$ cat src/rtl/hyper_read_packer.sv
// ---------------------------------------------------------------------------
// hyper_read_packer
//
// Packs 16-bit halfwords popped from the HyperBus read CDC FIFO into 32-bit
// read-response beats in the clk0 domain. Handles a halfword-misaligned start
// (the first halfword lands in [31:16] and [15:0] of that beat is zero) and
// drives the last-beat flag. If the FIFO starves for TIMEOUT_CYCLES cycles,
// the rest of the burst is completed with zero-data error beats so the bus
// never hangs.
//
// Ports
//   clk0            system clock
//   rst_i           synchronous active-high reset
//   trans_valid_i   read transaction request
//   trans_ready_o   request accepted (IDLE and no beat held)
//   trans_len_i     beats minus one
//   trans_offset_i  1 = halfword-misaligned start
//   fifo_valid_i    halfword available from the read FIFO
//   fifo_data_i     halfword data
//   fifo_ready_o    pop strobe to the FIFO
//   rvalid_o        beat valid (registered)
//   rready_i        bus-side ready
//   rdata_o         beat data, earlier halfword in [15:0] (registered)
//   rlast_o         last beat of the transaction (registered)
//   rerr_o          beat produced by a timeout abort (registered)
// ---------------------------------------------------------------------------
module hyper_read_packer #(
    parameter int TIMEOUT_CYCLES = 1024,
    parameter int LEN_W          = 8
) (
    input  logic             clk0,
    input  logic             rst_i,
    input  logic             trans_valid_i,
    output logic             trans_ready_o,
    input  logic [LEN_W-1:0] trans_len_i,
    input  logic             trans_offset_i,
    input  logic             fifo_valid_i,
    input  logic [15:0]      fifo_data_i,
    output logic             fifo_ready_o,
    output logic             rvalid_o,
    input  logic             rready_i,
    output logic [31:0]      rdata_o,
    output logic             rlast_o,
    output logic             rerr_o
);

    localparam int TW = $clog2(TIMEOUT_CYCLES);

    typedef enum logic [1:0] {
        IDLE  = 2'd0,
        FILL  = 2'd1,
        ABORT = 2'd2
    } state_t;

    state_t           state_q;
    logic [LEN_W-1:0] beats_q;    // beats remaining minus one
    logic             half_q;     // 1 = next halfword completes a beat
    logic [15:0]      asm_lo_q;   // lower halfword of the beat being assembled
    logic [TW-1:0]    tmo_q;      // idle cycles since last accept / FILL entry
    logic             rvalid_q;
    logic [31:0]      rdata_q;
    logic             rlast_q;
    logic             rerr_q;

    logic out_free;
    logic hw_acc;
    logic trans_acc;
    logic last_beat;

    // Output register can take a new beat this cycle.
    assign out_free      = !rvalid_q || rready_i;
    assign trans_ready_o = (state_q == IDLE) && !rvalid_q;
    // A first halfword only goes to the assembly register, so it never waits
    // on the output; a second halfword needs the output register free.
    assign fifo_ready_o  = (state_q == FILL) && (!half_q || out_free);
    assign hw_acc        = fifo_valid_i && fifo_ready_o;
    assign trans_acc     = trans_valid_i && trans_ready_o;
    assign last_beat     = (beats_q == '0);

    assign rvalid_o = rvalid_q;
    assign rdata_o  = rdata_q;
    assign rlast_o  = rlast_q;
    assign rerr_o   = rerr_q;

    always_ff @(posedge clk0) begin
        if (rst_i) begin
            state_q  <= IDLE;
            beats_q  <= '0;
            half_q   <= 1'b0;
            asm_lo_q <= '0;
            tmo_q    <= '0;
            rvalid_q <= 1'b0;
            rdata_q  <= '0;
            rlast_q  <= 1'b0;
            rerr_q   <= 1'b0;
        end else begin
            // Handshake drops the beat; a reload below overrides this.
            if (rready_i) rvalid_q <= 1'b0;

            unique case (state_q)
                IDLE: begin
                    if (trans_acc) begin
                        beats_q  <= trans_len_i;
                        half_q   <= trans_offset_i;
                        asm_lo_q <= '0;
                        tmo_q    <= '0;
                        state_q  <= FILL;
                    end
                end

                FILL: begin
                    if (hw_acc) begin
                        tmo_q <= '0;
                        if (!half_q) begin
                            asm_lo_q <= fifo_data_i;
                            half_q   <= 1'b1;
                        end else begin
                            rdata_q  <= {fifo_data_i, asm_lo_q};
                            rvalid_q <= 1'b1;
                            rlast_q  <= last_beat;
                            rerr_q   <= 1'b0;
                            half_q   <= 1'b0;
                            beats_q  <= beats_q - LEN_W'(1);
                            if (last_beat) state_q <= IDLE;
                        end
                    end else if (fifo_ready_o) begin
                        // Only true starvation counts; a held output
                        // register drops fifo_ready_o and freezes the count.
                        if (tmo_q == TW'(TIMEOUT_CYCLES - 1)) begin
                            state_q <= ABORT;
                            half_q  <= 1'b0;   // partial halfword discarded
                        end else begin
                            tmo_q <= tmo_q + TW'(1);
                        end
                    end
                end

                ABORT: begin
                    if (out_free) begin
                        rdata_q  <= '0;
                        rvalid_q <= 1'b1;
                        rlast_q  <= last_beat;
                        rerr_q   <= 1'b1;
                        beats_q  <= beats_q - LEN_W'(1);
                        if (last_beat) state_q <= IDLE;
                    end
                end

                default: state_q <= IDLE;
            endcase
        end
    end

endmodule

$ cat config.mk
export PLATFORM = sky130hd
export DESIGN_NAME = hyper_read_packer
export DESIGN_NICKNAME = d
export VERILOG_FILES = /design/src/rtl/hyper_read_packer.sv
export SDC_FILE = /design/constraint.sdc
export NUM_CORES = 1
export LEC_CHECK = 0
export CORE_ASPECT_RATIO = 2
export CORE_MARGIN = 1
export CORE_UTILIZATION = 57
export DETAILED_ROUTE_END_ITERATION = 12
export GPL_TIMING_DRIVEN = 0
export PLACE_DENSITY = 0.9
export SLEW_MARGIN = 40
export SYNTH_ARGS = -nofsm -noshare
export SYNTH_HDL_FRONTEND = slang
export SYNTH_SLANG_ARGS = --single-unit
export TNS_END_PERCENT = 50
$ cat constraint.sdc
create_clock -name clk0 -period 3 [get_ports clk0]
set_input_delay 0.45 -clock clk0 [delete_from_list [all_inputs] [get_ports clk0]]
set_output_delay 0.45 -clock clk0 [all_outputs]
set_load 0.03 [all_outputs]
# --- After elaboration in Yosys (flattened, before gate mapping) ---
# Index checks and enable logic that the tools add are counted.
classes:
  muxes: 45
  reduce_logical: 19
  eq_ne: 12
  n_addsub: 2
ops:
  columns: ["op", "n"]
  rows:
  - ["$mux 32", 3]
  - ["$pmux 32 s2", 1]
  - ["$mux 16", 3]
  - ["$mux 10", 4]
  - ["$mux 8", 4]
  - ["$pmux 16 s2", 1]
  - ["$pmux 8 s3", 1]
  - ["$pmux 10 s2", 1]
  - ["$reduce_and 4->1", 4]
  - ["$mux 1", 15]
  - ["$mux 2", 7]
  - ["$add 10x1->10 const B", 1]
  - ["$eq 10x10->1 const B", 1]
  - ["$ne 2x2->1 const B", 5]
  - ["$reduce_and 5->1", 2]
  - ["$ne 3x3->1 const B", 3]
  - ["$logic_not 8->1", 1]
  - ["$pmux 1 s2", 4]
  - ["$sub 8x1->8 const B", 1]
  - ["$pmux 2 s3", 1]
  - ["$logic_and 1x1->1", 4]
  - ["$reduce_bool 2->1", 2]
  - ["$ne 3x2->1 const B", 1]
  - ["$reduce_bool 3->1", 1]
  - ["other kinds (5)", 7]
word_totals:
  out_inout_bits: 37
  reg_bits: 72
  wordCells: 87

# --- Logic depth before layout (Yosys ltp) ---
depth:
  ltp_word: 7
  ltp_mapped: 8

# --- Least setup slack after synthesis ---
# No wires, ideal clock.
synth_timing:
  kind: "reg2reg"
  start: "reg state_q[0]"
  end: "reg beats_q[2]"
  synth_period_minus_slack_ps: 1859
  t_required_ps: 2868
  stages_incl_launch_ff: 8
  arrival_time_ps: 1726
  setup_slack_ps: 1141
  path_cell_list: "dfxtp_1 inv_1 ha_1 or2_2 a22o_1 clkbuf_1 o31ai_1 a21oi_1"
synth_between:
  elab_chain_len: 5
synth_rtl:
  columns: ["element", "line", "text"]
  rows:
  - ["start, declared", "55", "state_t state_q;"]
  - ["start signal, assigned", "87", "state_q <= IDLE;"]
  - ["start signal, assigned", "107", "state_q <= FILL;"]
  - ["start signal, assigned", "124", "if (last_beat) state_q <= IDLE;"]
  - ["$eq 2x1->1 / $logic_not 2->1 (equally long branches)", "75, 100, 72", null]
  - ["$logic_and 1x1->1 (on tied branches)", "75, 72", null]
  - ["$logic_and 1x1->1 (on tied branches)", "76, 77", null]
  - ["$ne 2x2->1 (no source line)", null, null]
  - ["$reduce_and 5->1 (no source line)", null, null]
  - ["end signal, assigned", "103", "beats_q <= trans_len_i;"]
  - ["end signal, assigned", "123", "beats_q <= beats_q - LEN_W'(1);"]
  - ["end signal, assigned", "144", "beats_q <= beats_q - LEN_W'(1);"]
  - ["end, declared", "56", "logic [LEN_W-1:0] beats_q;"]
# Parallel ways exist; a longest one is shown, timed or not.
# A chain may end at the register's enable or synchronous reset.

# --- Worst setup path in the final report ---
layout_timing:
  start: "reg state_q[1]"
  end: "out fifo_ready_o"
layout_between:
  elab_chain_len: 2
layout_rtl:
  columns: ["element", "line", "text"]
  rows:
  - ["$eq 2x1->1", "75", "assign fifo_ready_o = (state_q == FILL) && (!half_q || out_free);"]
  - ["$logic_and 1x1->1", "75", null]
  - ["end, declared", "39", "output logic fifo_ready_o,"]
# No other way between the ends.

==> impl_results.md <==
- Worst-path clk slew: 60 ps
- DRC: 0
- Sequential fraction of the synthesis area: 39.3%
- CTS tree: built
- Syn. warnings: 0
- N_diodes: 0
- HPWL Detailed: 7990 um
- First DRT Iteration DRCs: 351
- # nets final: 538
- Most frequent cells in the layout: dfxtp_1, clkdlybuf4s50_1, a21oi_1, o21ai_0, nand4b_1
- Initial Util: 58.5%
- Vias/cell: 6.21
- Core Area: 0.00626 mm2
- Initial antenna violation count: 0
- TNS Setup: 0 ps
- #FFs+latches synth: 72
- Clk_lat worst skew: 330 ps
- Sequential Area: 0.00144 mm2
- Hold-fix buffers, CTS: 0
- Final instance area: 0.00470 mm2
- # setup viols final: 0
- Synth Flop Type: dfxtp_1
- Post-synthesis async set-or-reset flop share: 0%
- Final ANT Viol Nets: 0
- PnR worst setup slack: 275 ps
- Total count of max-transition violations in the final report: 0
- DP Area: 0.00441 mm2
- Fillers: 484
- Final period util: 90.8%
- Num rows: 41
- Total power: 3.53 mW
- CTS buffer count: 9
- Largest net degree at the start of global routing: 14
- DP Worst Slack: 427 ps
- Endpoint class of the critical path: output pin
- First-pass DRT Iterations: 5
- RSZ-0062 raised after global routing: no
- First-pass GRT wire length: 17,400 um
- Die Y-Extent: 115 um
- CP max FO: 19
- Die area: 0.00677 mm2
- Static Leak: 1.62 nW
- Final clock skew: 6.87 ps
- Commonest non-fill, non-tap cell in the layout: dfxtp_1
- Final hold vios: 0
- Post-synth EDFFs: 0
- Status: completed
- Worst Reg2Reg Path Length in Cells: 8
- Vias: 3,679
- Clk sink count: 72
- Post-Syn Nets: 464
- Mapped cell area: 0.00366 mm2
- CP Launch Type: flip-flop
- VDD IR max: 0.000631 V
- Synthesis-to-finish area growth: 28.4%
- Layout cells sized above 1: 7.11%
- Maxcap violations: 0
- Setup CP Type: flip-flop to output pin
- Mean Syn Cell Area: 8.58 um2
- RePlAce Congestion: 0.990
- Global Route Usage Sum: 33.8%
- Routed length per placed instance: 18.0 um
- Pwr Density: 751 mW/mm2
- Post-CTS setup buffer count: 0
- CTS root buf: clkbuf_16
- Vias in the first global route: 3,762
- Htree depth: 3
- Hold crit path type: flip-flop to flip-flop
- Relative slew margins: 47.0%
- Worst-Margin Slew: 787 ps
- Multi-input logic area: 0.00203 mm2
- I/O Buffers: 64
- Total Wirelength: 10,700 um
- I/O pin total: 67
- Yosys cell types: 57
- Req. time, crit path: 2550 ps
- Hold depth: 2
- Worst hold margin: 473 ps
- CP arrival: 2280 ps
- Post-CTS sizing: 0
- Post-Syn Instances: 427
- Max Root-Sink Buffers: 2
- Highest clock rate: 0.367 GHz
- DIE WIDTH: 58.7 um
- Tmin final: 2730 ps
- Grt ovf: 0
==> Yosys cell counts (2+ instances only) <==
library cell | count | area, um2
ha_1 | 7 | 87.6
inv_1 | 8 | 30.0
and3_1 | 2 | 12.5
nand2b_1 | 7 | 43.8
buf_2 | 8 | 40.0
a311oi_1 | 3 | 26.3
nor3_1 | 2 | 10.0
o2111ai_1 | 4 | 35.0
buf_1 | 2 | 7.51
nand3_1 | 12 | 60.1
o2bb2ai_1 | 3 | 26.3
nor2_1 | 30 | 113
nor2b_1 | 7 | 43.8
clkbuf_1 | 26 | 97.6
or3_1 | 2 | 12.5
dfxtp_1 | 72 | 1440
o41ai_1 | 2 | 17.5
nand3b_1 | 3 | 22.5
o211ai_1 | 4 | 30.0
a31oi_1 | 10 | 62.6
and2_1 | 17 | 106
nand2_1 | 11 | 41.3
o31ai_1 | 7 | 52.6
nand4_1 | 3 | 18.8
a21oi_1 | 51 | 255
nand4b_1 | 33 | 289
a31o_2 | 3 | 26.3
a211oi_1 | 3 | 22.5
mux2i_1 | 19 | 190
o21ai_0 | 39 | 195
==> metal layers <==
metal	global-route usage, %	routed length (um)
met5	0	0
met4	23.3	573
met3	6.75	558
met2	61.1	5660
met1	33.4	3880
==> state kept, by name, summed over array words and instances (netlist names) <==
| signal | cells |
|---|---|
| rdata_o | 32 |
| tmo_q | 10 |
| half_q | 1 |
| rvalid_o | 1 |
| state_q | 2 |
| rerr_o | 1 |
| asm_lo_q | 16 |
| beats_q | 8 |
| rlast_o | 1 |
==> metrics by stage <==
stage,cells,utilization [%]
floorplan,427,-
CTS,593,75.2
detailed placement,577,70.5
finish,592,75.2
global placement,577,70.5
global route,592,75.2
==> logic make-up after synthesis <==
group,after synthesis,synth area share [%]
buffers and inverters,46,5.19
AOI/OAI and AO/OA,147,25.0
adders and majority gates,7,2.39
DFF,72,39.3
and+or+nand+nor,136,22.8
muxes,19,5.19
==> cell type report <==
class	instances	area share, %
Timing Repair Buffer	64	13.6
Buffer	36	3.24
Multi-Input combinational cell	309	43.2
Clock inverter	6	1.44
Tap cell	86	2.29
Inverter	9	0.718
Sequential cell	72	30.6
Clock buffer	10	4.87
==> worst paths after layout <==
check	startpoint	end	slack, ps
max	state_q[1]	fifo_ready_o	270
min reg2reg	rdata_o[7]	rdata_o[7]	470
min	rdata_o[7]	rdata_o[7]	470
max reg2reg	state_q[1]	rdata_o[30]	630
==> power breakdown <==
part / switching [mW] / leakage [nW] / internal [mW]
clock network: 0.418 / 0.139 / 0.646
registers: 0.0976 / 0.583 / 1.07
logic: 0.801 / 0.897 / 0.499
==> critical path, cell delays in order (launching register included) <==
cell	delay, ps
dfxtp_1	360
inv_1	120
ha_1	290
buf_2	320
and2_1	190
clkdlybuf4s50_1	670
No activity file was read; power rests on OpenSTA's default activity.
